File: src/rtl/ascon_perm_ctrl_pkg.sv
// Shared core configuration and FSM type for the masked Ascon permutation
// controller: round counts, unroll factor, S-box latency and the legality check.
package ascon_perm_ctrl_pkg;

    localparam int ROUNDS_A         = 12;
    localparam int ROUNDS_B         = 6;
    localparam int CFG_UROL         = 1;
    localparam int CFG_SBOX_LATENCY = 2;
    localparam int MAX_ROUNDS       = 12;

    typedef enum logic [1:0] {
        IDLE = 2'd0,
        RUN  = 2'd1,
        DONE = 2'd2
    } fsm_e;

    // A round request is usable only if the unrolled datapath can finish it exactly.
    function automatic logic rounds_legal(input logic [3:0] rounds, input int urol);
        return (rounds != 4'd0) &&
               (int'(rounds) <= MAX_ROUNDS) &&
               ((int'(rounds) % urol) == 0);
    endfunction

endpackage

File: src/rtl/ascon_perm_ctrl.sv
// Round/S-box sequencing for a masked Ascon permutation: waits on fresh
// randomness every S-box cycle, counts stalls, supports abort and rejects bad round counts.
module ascon_perm_ctrl
    import ascon_perm_ctrl_pkg::*;
#(
    parameter int UROL         = CFG_UROL,
    parameter int SBOX_LATENCY = CFG_SBOX_LATENCY,
    parameter int STALL_W      = 16
) (
    input  logic               clk,
    input  logic               rst,
    input  logic               start,
    input  logic [3:0]         start_rounds,
    output logic               start_ready,
    input  logic               abort,
    output logic               rnd_req,
    input  logic               rnd_valid,
    output logic [3:0]         round_cnt,
    output logic               state_we,
    output logic               busy,
    output logic               done,
    output logic               err,
    output logic [STALL_W-1:0] stall_cnt
);

    localparam int                SBOX_W    = (SBOX_LATENCY < 1) ? 1 : $clog2(SBOX_LATENCY + 1);
    localparam logic [SBOX_W-1:0] SBOX_LOAD = SBOX_W'(SBOX_LATENCY);
    localparam logic [3:0]        UROL_STEP = 4'(UROL);
    localparam logic [STALL_W-1:0] STALL_MAX = {STALL_W{1'b1}};
    localparam logic [STALL_W-1:0] STALL_ONE = {{(STALL_W-1){1'b0}}, 1'b1};

    fsm_e               fsm, fsm_next;
    logic [SBOX_W-1:0]  sbox_cnt, sbox_next;
    logic [3:0]         round_next;
    logic [STALL_W-1:0] stall_next;
    logic               err_r, err_next;

    // State, counters and the err flag register.
    always_ff @(posedge clk or posedge rst) begin
        if (rst) begin
            fsm       <= IDLE;
            sbox_cnt  <= {SBOX_W{1'b0}};
            round_cnt <= 4'd0;
            stall_cnt <= {STALL_W{1'b0}};
            err_r     <= 1'b0;
        end else begin
            fsm       <= fsm_next;
            sbox_cnt  <= sbox_next;
            round_cnt <= round_next;
            stall_cnt <= stall_next;
            err_r     <= err_next;
        end
    end

    // Next-state logic; state_we and done are decodes of the current state
    // qualified by rnd_valid/abort, so an abort suppresses both in the same cycle.
    always_comb begin
        fsm_next   = fsm;
        sbox_next  = sbox_cnt;
        round_next = round_cnt;
        stall_next = stall_cnt;
        err_next   = 1'b0;
        state_we   = 1'b0;
        done       = 1'b0;
        case (fsm)
            IDLE: begin
                if (start) begin
                    if (rounds_legal(start_rounds, UROL)) begin
                        round_next = start_rounds;
                        sbox_next  = SBOX_LOAD;
                        fsm_next   = RUN;
                    end else begin
                        err_next = 1'b1;
                    end
                end else begin
                    fsm_next = IDLE;
                end
            end
            RUN: begin
                if (abort) begin
                    fsm_next = IDLE;
                end else if (!rnd_valid) begin
                    if (stall_cnt != STALL_MAX) begin
                        stall_next = stall_cnt + STALL_ONE;
                    end else begin
                        stall_next = stall_cnt;
                    end
                end else if (sbox_cnt != {SBOX_W{1'b0}}) begin
                    sbox_next = sbox_cnt - {{(SBOX_W-1){1'b0}}, 1'b1};
                end else begin
                    state_we   = 1'b1;
                    round_next = round_cnt - UROL_STEP;
                    if (round_next == 4'd0) begin
                        fsm_next = DONE;
                    end else begin
                        sbox_next = SBOX_LOAD;
                    end
                end
            end
            DONE: begin
                fsm_next = IDLE;
                done     = !abort;
            end
            default: begin
                fsm_next = IDLE;
            end
        endcase
    end

    assign start_ready = (fsm == IDLE);
    assign busy        = (fsm == RUN);
    assign rnd_req     = (fsm == RUN);
    assign err         = err_r;

endmodule
File: config.mk
export PLATFORM = sky130hd
export DESIGN_NAME = ascon_perm_ctrl
export DESIGN_NICKNAME = d
export VERILOG_FILES = /design/src/rtl/ascon_perm_ctrl_pkg.sv /design/src/rtl/ascon_perm_ctrl.sv
export SDC_FILE = /design/constraint.sdc
export NUM_CORES = 1
export LEC_CHECK = 0
export CORE_MARGIN = 2
export CORE_UTILIZATION = 49
export DETAILED_ROUTE_END_ITERATION = 8
export GPL_TIMING_DRIVEN = 0
export PLACE_DENSITY = 0.89
export SYNTH_ARGS = -nofsm -noshare
export SYNTH_HDL_FRONTEND = slang
export SYNTH_SLANG_ARGS = --single-unit
File: constraint.sdc
create_clock -name clk -period 3.49 [get_ports clk]
set_clock_uncertainty 0.2 [all_clocks]
set_input_delay 0.698 -clock clk [delete_from_list [all_inputs] [get_ports clk]]
set_output_delay 0.698 -clock clk [all_outputs]
set_load 0.01 [all_outputs]
# Word-level counts from Yosys, hierarchy flattened
# Cells that the tools add are included.
dict set report totals {
  reg_bits 25
  in_bits 9
  output_inout_bits 26
  wordCells 63
}
dict set report classes {
  add_sub_neg 3
  magnitude_cmp 1
  eq_ne 13
  mux 28
  n_bitwise 2
  n_reduce_logical 11
}
# operator count
set op_table {}
lappend op_table {{2-bit 2-to-1 mux} 12}
lappend op_table {{4-bit 2-to-1 mux} 5}
lappend op_table {{16-bit by 1-bit adder with 16-bit output, second input constant} 1}
lappend op_table {{16-bit != test, second input constant} 1}
lappend op_table {{6-bit AND reduction} 2}
lappend op_table {{3-bit != test, second input constant} 3}
lappend op_table {{1-bit 2-to-1 mux} 8}
lappend op_table {{2-bit != test, second input constant} 4}
lappend op_table {{2-bit case mux with 2 select lines} 2}
lappend op_table {{4-bit case mux with 2 select lines} 1}
lappend op_table {{4-bit AND reduction} 2}
lappend op_table {{3-bit by 2-bit != test with 1-bit output, second input constant} 2}
lappend op_table {{4-bit <= comparator, second input constant} 1}
lappend op_table {{4-bit logical NOT} 1}
lappend op_table {{2-bit nonzero test} 2}
lappend op_table {{4-bit nonzero test} 1}
lappend op_table {{4-bit by 1-bit subtractor with 4-bit output, second input constant} 1}
lappend op_table {{2-bit by 1-bit == test with 1-bit output, second input constant} 1}
lappend op_table {{2-bit == test, second input constant} 1}
lappend op_table {{2-bit logical NOT} 1}
lappend op_table {{2-bit by 1-bit != test with 1-bit output, second input constant} 1}
lappend op_table {{1-bit NOT} 2}
lappend op_table {{2-bit by 1-bit subtractor with 2-bit output, second input constant} 1}
lappend op_table {{1-bit logical AND} 1}
lappend op_table {{1-bit logical NOT} 1}

# Longest topological paths before layout
# Gate-level depths: netlist of the first run.
dict set report logic_depth {
  word_depth 7
  depth_mapped 6
  ltp_nobuf 6
}

# Worst setup path after synthesis of the first run
# No wires, ideal clock.
dict set report synth_path {
  path_kind {input-to-output}
  start {input port abort}
  end {output port state_we}
  arrival_ns 1.322
  t_required_ns 2.592
  slack_ns 1.270
  stages 3
  path_buffers 0
  cell_sequence {nor3b_1 -> nand3_1 -> inv_1}
}
dict set report synth_via {
  elab_chain_cells 2
}
# item line
set synth_rtl {}
lappend synth_rtl {{start, declared} ascon_perm_ctrl.sv:15} ;# input logic abort,
lappend synth_rtl {{1-bit 2-to-1 mux} ascon_perm_ctrl.sv:80} ;# if (abort) begin
lappend synth_rtl {{1-bit 2-to-1 mux} ascon_perm_ctrl.sv:65} ;# case (fsm)
lappend synth_rtl {{end, declared} ascon_perm_ctrl.sv:19} ;# output logic state_we,
# Every way passes these cells.

# Final worst setup path of the first run
# Ends and elaborated chain as after synthesis.

==> flow_summary.toml, run 1 <==
[finish]
final.fill_count = 237
fin_cells = 206
finalInstanceArea_um2 = 1880
fin_nets = 190
area_delta_synth_final_pct = 28.0
final_util = 0.669
final_common_cell = "clkdlybuf4s50_1"
post_route_cells_drive_above_1_share = 0.126
n_antenna_cell = 0
final_cell_mix = "clkdlybuf4s50_1 (34), dfrtp_1 (25), xor2_1 (9), nand2_1 (9), inv_1 (9)"

[drt]
firstDrtPassIters = 8
routedWlPerCell_um = 15.3
vias_per_cell = 5.80
antenna_left = 0
drtIter0Drc = 38
num_vias = 1194
route.detailed.drc = 2
drt_wl_total_um = 3160

[synthesis]
yosysSeqAreaShare = 0.426
syn_area_um2 = 1470
synth_flop_cell = "dfrtp_1"
synth_cells = 137
synth_cell_types = 46
synth-edff-count = 0
synth_top_area_frac = 0.426
async_flop_share = 1.00
ys_warn_count = 0
synth_area_leaders = "dfrtp_1 (43%), xor2_1 (5.4%), ha_1 (4.3%)"
syn-num-nets = 151
syn-mean-instance-area_um2 = 10.7
synth_top_area_cell = "dfrtp_1"
synth-seq-cells = 25

[critical_path]
cp.required_ns = 2.59
cp_max_fo = 7
crit_slowest_cell = "clkdlybuf4s50_1"
cpMostUsedCell = "clkdlybuf4s50_1"
cp_num_buf_inv = 3
crit_type = "in2out"
crit_arrival_ns = 2.35
worstPathCellList = "clkdlybuf4s50_1, nor3b_2, nand3_1, inv_1, clkdlybuf4s50_1"
worstSetupEndpointType = "output pin"
path_delay_family = "buffers and inverters"
cp_slowest_stage_delay_ns = 0.54
start_kind = "input port"

[timing]
max_slew_margin = 0.380
slew_violations = 0
whs_ns = 0.305
max_clock_freq_mhz = 308
period_needed_ns = 3.24
rsz0062_at_grt = "no"
setup_ws_ns = 0.245
finalCritPeriodShare = 0.930
setup_viol = 0
final_hold_viol_count = 0
setup_tns_ns = 0
tightest_slew_ns = 0.929

[global_routing]
grt_pass1_wl_um = 5530
grt_overflow = 0
antenna_found_initial = 0
grt_max_degree = 26
grt_pass1_vias = 1203
grt.total_usage = 0.208

[pwr]
leakage_nw = 0.838
ir_drop_v = 0.000428
power.density_nw_per_um2 = 508
totalPowerFinal_uw = 953

[clocking]
tritoncts = "built"
htree_levels = 1
numCtsBuffers = 3
cts.clk_slew.worst_paths_ns = 0.13
cts_hold_buffers = 0
cts_sinks = 25
clk_latency_ns = 0.31
clockBufferDepth = 2
root_buffer = "clkbuf_4"

[die]
start_util = 0.523
die-area_um2 = 3450
rows = 19
ioPinCount = 35
die_y_um = 58.7
die_w_um = 58.7
core_area_um2 = 2810

[placement]
dp_hpwl_um = 2460
globalplace.congestion = 0.764
io_buffers = 34
dp.cells = 202
place_ws_ns = 0.157
dpl_cell_area_um2 = 1850

[flow_run]
cap_violations = 0

[status]
violations = "design-rule violations"
status = "complete, but fails checks"

[worst_hold_path]
holdCritPathClass = "reg2reg"
-- what timing repair did --
item                                    CTS  global route
resized for setup                         0             1
endpoints found under the setup margin    0             1
setup buffers                             0             0
-- where the power goes --
group          total [mW]  internal (mW)  leakage, nW  switching (mW)
Clock               0.130         0.0446       0.0150          0.0851
Combinational       0.389          0.208        0.495           0.182
Sequential          0.434          0.349        0.327          0.0848
Total               0.953          0.602        0.838           0.352
-- cell type report --
cell class / instances / area, um2 / area share
Tap cell: 31 / 38.8 / 0.0207
Sequential cell: 25 / 626 / 0.333
Clock buffer: 4 / 26.3 / 0.0140
Timing Repair Buffer: 34 / 340 / 0.181
Inverter: 9 / 33.8 / 0.0180
Multi-Input combinational cell: 97 / 771 / 0.410
Buffer: 6 / 42.5 / 0.0227
-- synthesized netlist by cell type, types with 2 or more instances --
master	number
nor4_4	2
a21oi_1	4
nand3_1	7
dfrtp_1	25
and3_1	5
xnor2_1	6
inv_1	9
nand2_1	9
nor4_2	2
buf_4	3
and4_1	2
nor2_1	7
nor3b_1	4
nor3_1	4
xor2_1	9
ha_1	5
nand4_1	4
mux2i_1	2
-- layer usage --
metal	global-route usage	part of all wire	routed length (um)	vias to the layer above
met5	0	0	0	-
met4	0.0487	0.0060	19	0
met3	0.0286	0.041	129	4
met2	0.389	0.53	1680	36
met1	0.250	0.42	1340	578
li1	-	-	-	576
-- final timing paths --
| kind | from | end | slack [ns] | cells past startpoint |
|---|---|---|---|---|
| setup reg to reg | stall_cnt[0]$_DFFE_PP0P_ | stall_cnt[1]$_DFFE_PP0P_ | 1.29 | 6 |
| hold / removal | stall_cnt[14]$_DFFE_PP0P_ | stall_cnt[14]$_DFFE_PP0P_ | 0.31 | 1 |
| hold reg to reg | stall_cnt[14]$_DFFE_PP0P_ | stall_cnt[14]$_DFFE_PP0P_ | 0.31 | 1 |
| min in group asynchronous | rst | stall_cnt[6]$_DFFE_PP0P_ | 0.68 | 2 |
| setup / recovery | abort | state_we | 0.25 | 5 |
| max in group asynchronous | rst | stall_cnt[14]$_DFFE_PP0P_ | 1.84 | 2 |
-- registers in the layout, indices dropped and copies added, names as in the netlist --
name and count:
sbox_cnt 2, round_cnt 4, err 1, fsm 2, stall_cnt 16
-- cells by family after synthesis --
family          after synthesis  share of synthesized area
xor+xnor                     15                     0.0895
mux                           3                     0.0213
buf+inv                      15                     0.0520
simple gates                 56                      0.271
fa+ha+maj                     5                     0.0426
flops                        25                      0.426
compound gates               18                     0.0972
Note: power is estimated with default switching activity, not from simulation.
==> run 2, diff against run 1 <==
Settings changed: DONT_BUFFER_PORTS set to 1, HOLD_SLACK_MARGIN set to 0.03, PLACE_DENSITY 0.89 to 0.74.
==> run 2 against run 1 <==
Against the previous run: the flow still finishes with violations (design-rule violations); via count down 12%; global-route usage down 4.2 points; utilization down 12 points; hold slack worse by 0.060 ns; die area unchanged; non-clock buffer count down 34; sequential cell count unchanged; count of clock-buffer cells in the layout unchanged; register-to-register slack worse by 0.04 ns; combinational power down 39%; critical path depth down 1; clock power about the same; largest cell class unchanged.
==> flow_summary.toml, run 2 (synthesis results as in run 1) <==
[status]
status = "complete, but fails checks"
violations = "design-rule violations"

[die]
rows = 19
die_w_um = 58.7
ioPinCount = 35
core_area_um2 = 2810
die_y_um = 58.7
start_util = 0.523
die-area_um2 = 3450

[drt]
num_vias = 1055
routedWlPerCell_um = 16.0
route.detailed.drc = 1
vias_per_cell = 6.13
firstDrtPassIters = 6
antenna_left = 0
drt_wl_total_um = 2750
drtIter0Drc = 39

[worst_hold_path]
holdPathEnd = "fsm[1]$_DFFE_PP0P_"
holdCritPathClass = "in2reg"
holdPathStages = 1
hold_start = "abort"

[clocking]
clk_latency_ns = 0.31
root_buffer = "clkbuf_4"
cts_sinks = 25
numCtsBuffers = 3
tritoncts = "built"
cts_hold_buffers = 0
cts_setup_buffers = 0
cts.clk_slew.worst_paths_ns = 0.13
post_cts_resized = 0
clockBufferDepth = 2
htree_levels = 1

[critical_path]
crit_type = "reg2out"
cp-startpoint = "fsm[0]$_DFFE_PP0P_"
rr_startpoint = "stall_cnt[0]$_DFFE_PP0P_"
start_kind = "flip-flop"
cp_max_fo = 10
r2r_end = "stall_cnt[1]$_DFFE_PP0P_"
worstSetupEndpointType = "output pin"
rr_worst_depth = 6
rrSetupSlack_ns = 1.25
crit_arrival_ns = 1.64
cp.required_ns = 2.59

[finish]
post_route_cells_drive_above_1_share = 0.149
fin_nets = 156
final_util = 0.546
largest_reg_flops = 16
final_common_cell = "dfrtp_1"
largest_registers = "stall_cnt x16, round_cnt x4"
regMostFlops = "stall_cnt"
n_antenna_cell = 0
area_delta_synth_final_pct = 4.43
final_cell_mix = "dfrtp_1 (25), xor2_1 (9), nand2_1 (9), inv_1 (9)"

[pwr]
power.density_nw_per_um2 = 536
leakage_nw = 0.711
ir_drop_v = 0.000361

[global_routing]
antenna_found_initial = 0
grt.total_usage = 0.166
grt_pass1_vias = 1032
grt_max_degree = 26
grt_pass1_wl_um = 4440
grt_overflow = 0

[placement]
io_buffers = 0
globalplace.congestion = 0.861
dp_hpwl_um = 2040

[timing]
slew_violations = 0
finalCritPeriodShare = 0.727
rsz0062_at_grt = "no"
setup_tns_ns = 0
max_slew_margin = 0.372
final_hold_viol_count = 0
setup_viol = 0
max_clock_freq_mhz = 394
period_needed_ns = 2.54
tightest_slew_ns = 0.941

[flow_run]
cap_violations = 0
==> run 2: worst max path at each step <==
stage,to,cells after the start
global route,state_we,4
CTS,state_we,4
floorplan,state_we,3
finish,state_we,4
global placement,state_we,3
detailed placement,state_we,3
==> run 2: routing by layer <==
metal / vias to the layer above / GRT usage / routed length, um
met5: - / 0 / 0
met4: 0 / 0.0487 / 19
met3: 2 / 0.0374 / 151
met2: 27 / 0.287 / 1360
met1: 518 / 0.206 / 1220
li1: 508 / - / -
==> run 2: cell type report <==
cell class	instances	area, um2
inverters	9	33.8
multi-input cells	97	766
well taps	31	38.8
flip-flops and latches	25	626
fillers	246	1270
clock buffers	4	26.3
plain buffers	6	42.5
==> run 2: metrics by stage <==
step	power, mW	worst slack, ns	cells	hold slack (ns)	cell area [um2]
after floorplan	0.634	1.27	137	0.319	1470
after global placement	0.675	1.12	168	0.339	1510
after detailed placement	0.699	1.11	168	0.353	1510
after CTS	0.826	0.951	172	0.238	1530
after global routing	0.880	0.831	172	0.215	1530
final	0.822	0.954	172	0.245	1530
==> run 2: worst max-delay path: stages, from the launching register on <==
cell     delay [ns]
dfrtp_1        0.35
buf_4          0.15
nor3b_1        0.34
nand3_1        0.31
inv_1          0.19
==> run 2: power breakdown <==
group	total (mW)	leakage (nW)	switching (mW)	internal, mW
logic	0.239	0.369	0.129	0.110
clock network	0.128	0.0150	0.0837	0.0446
registers	0.455	0.327	0.106	0.349
total	0.822	0.711	0.319	0.503
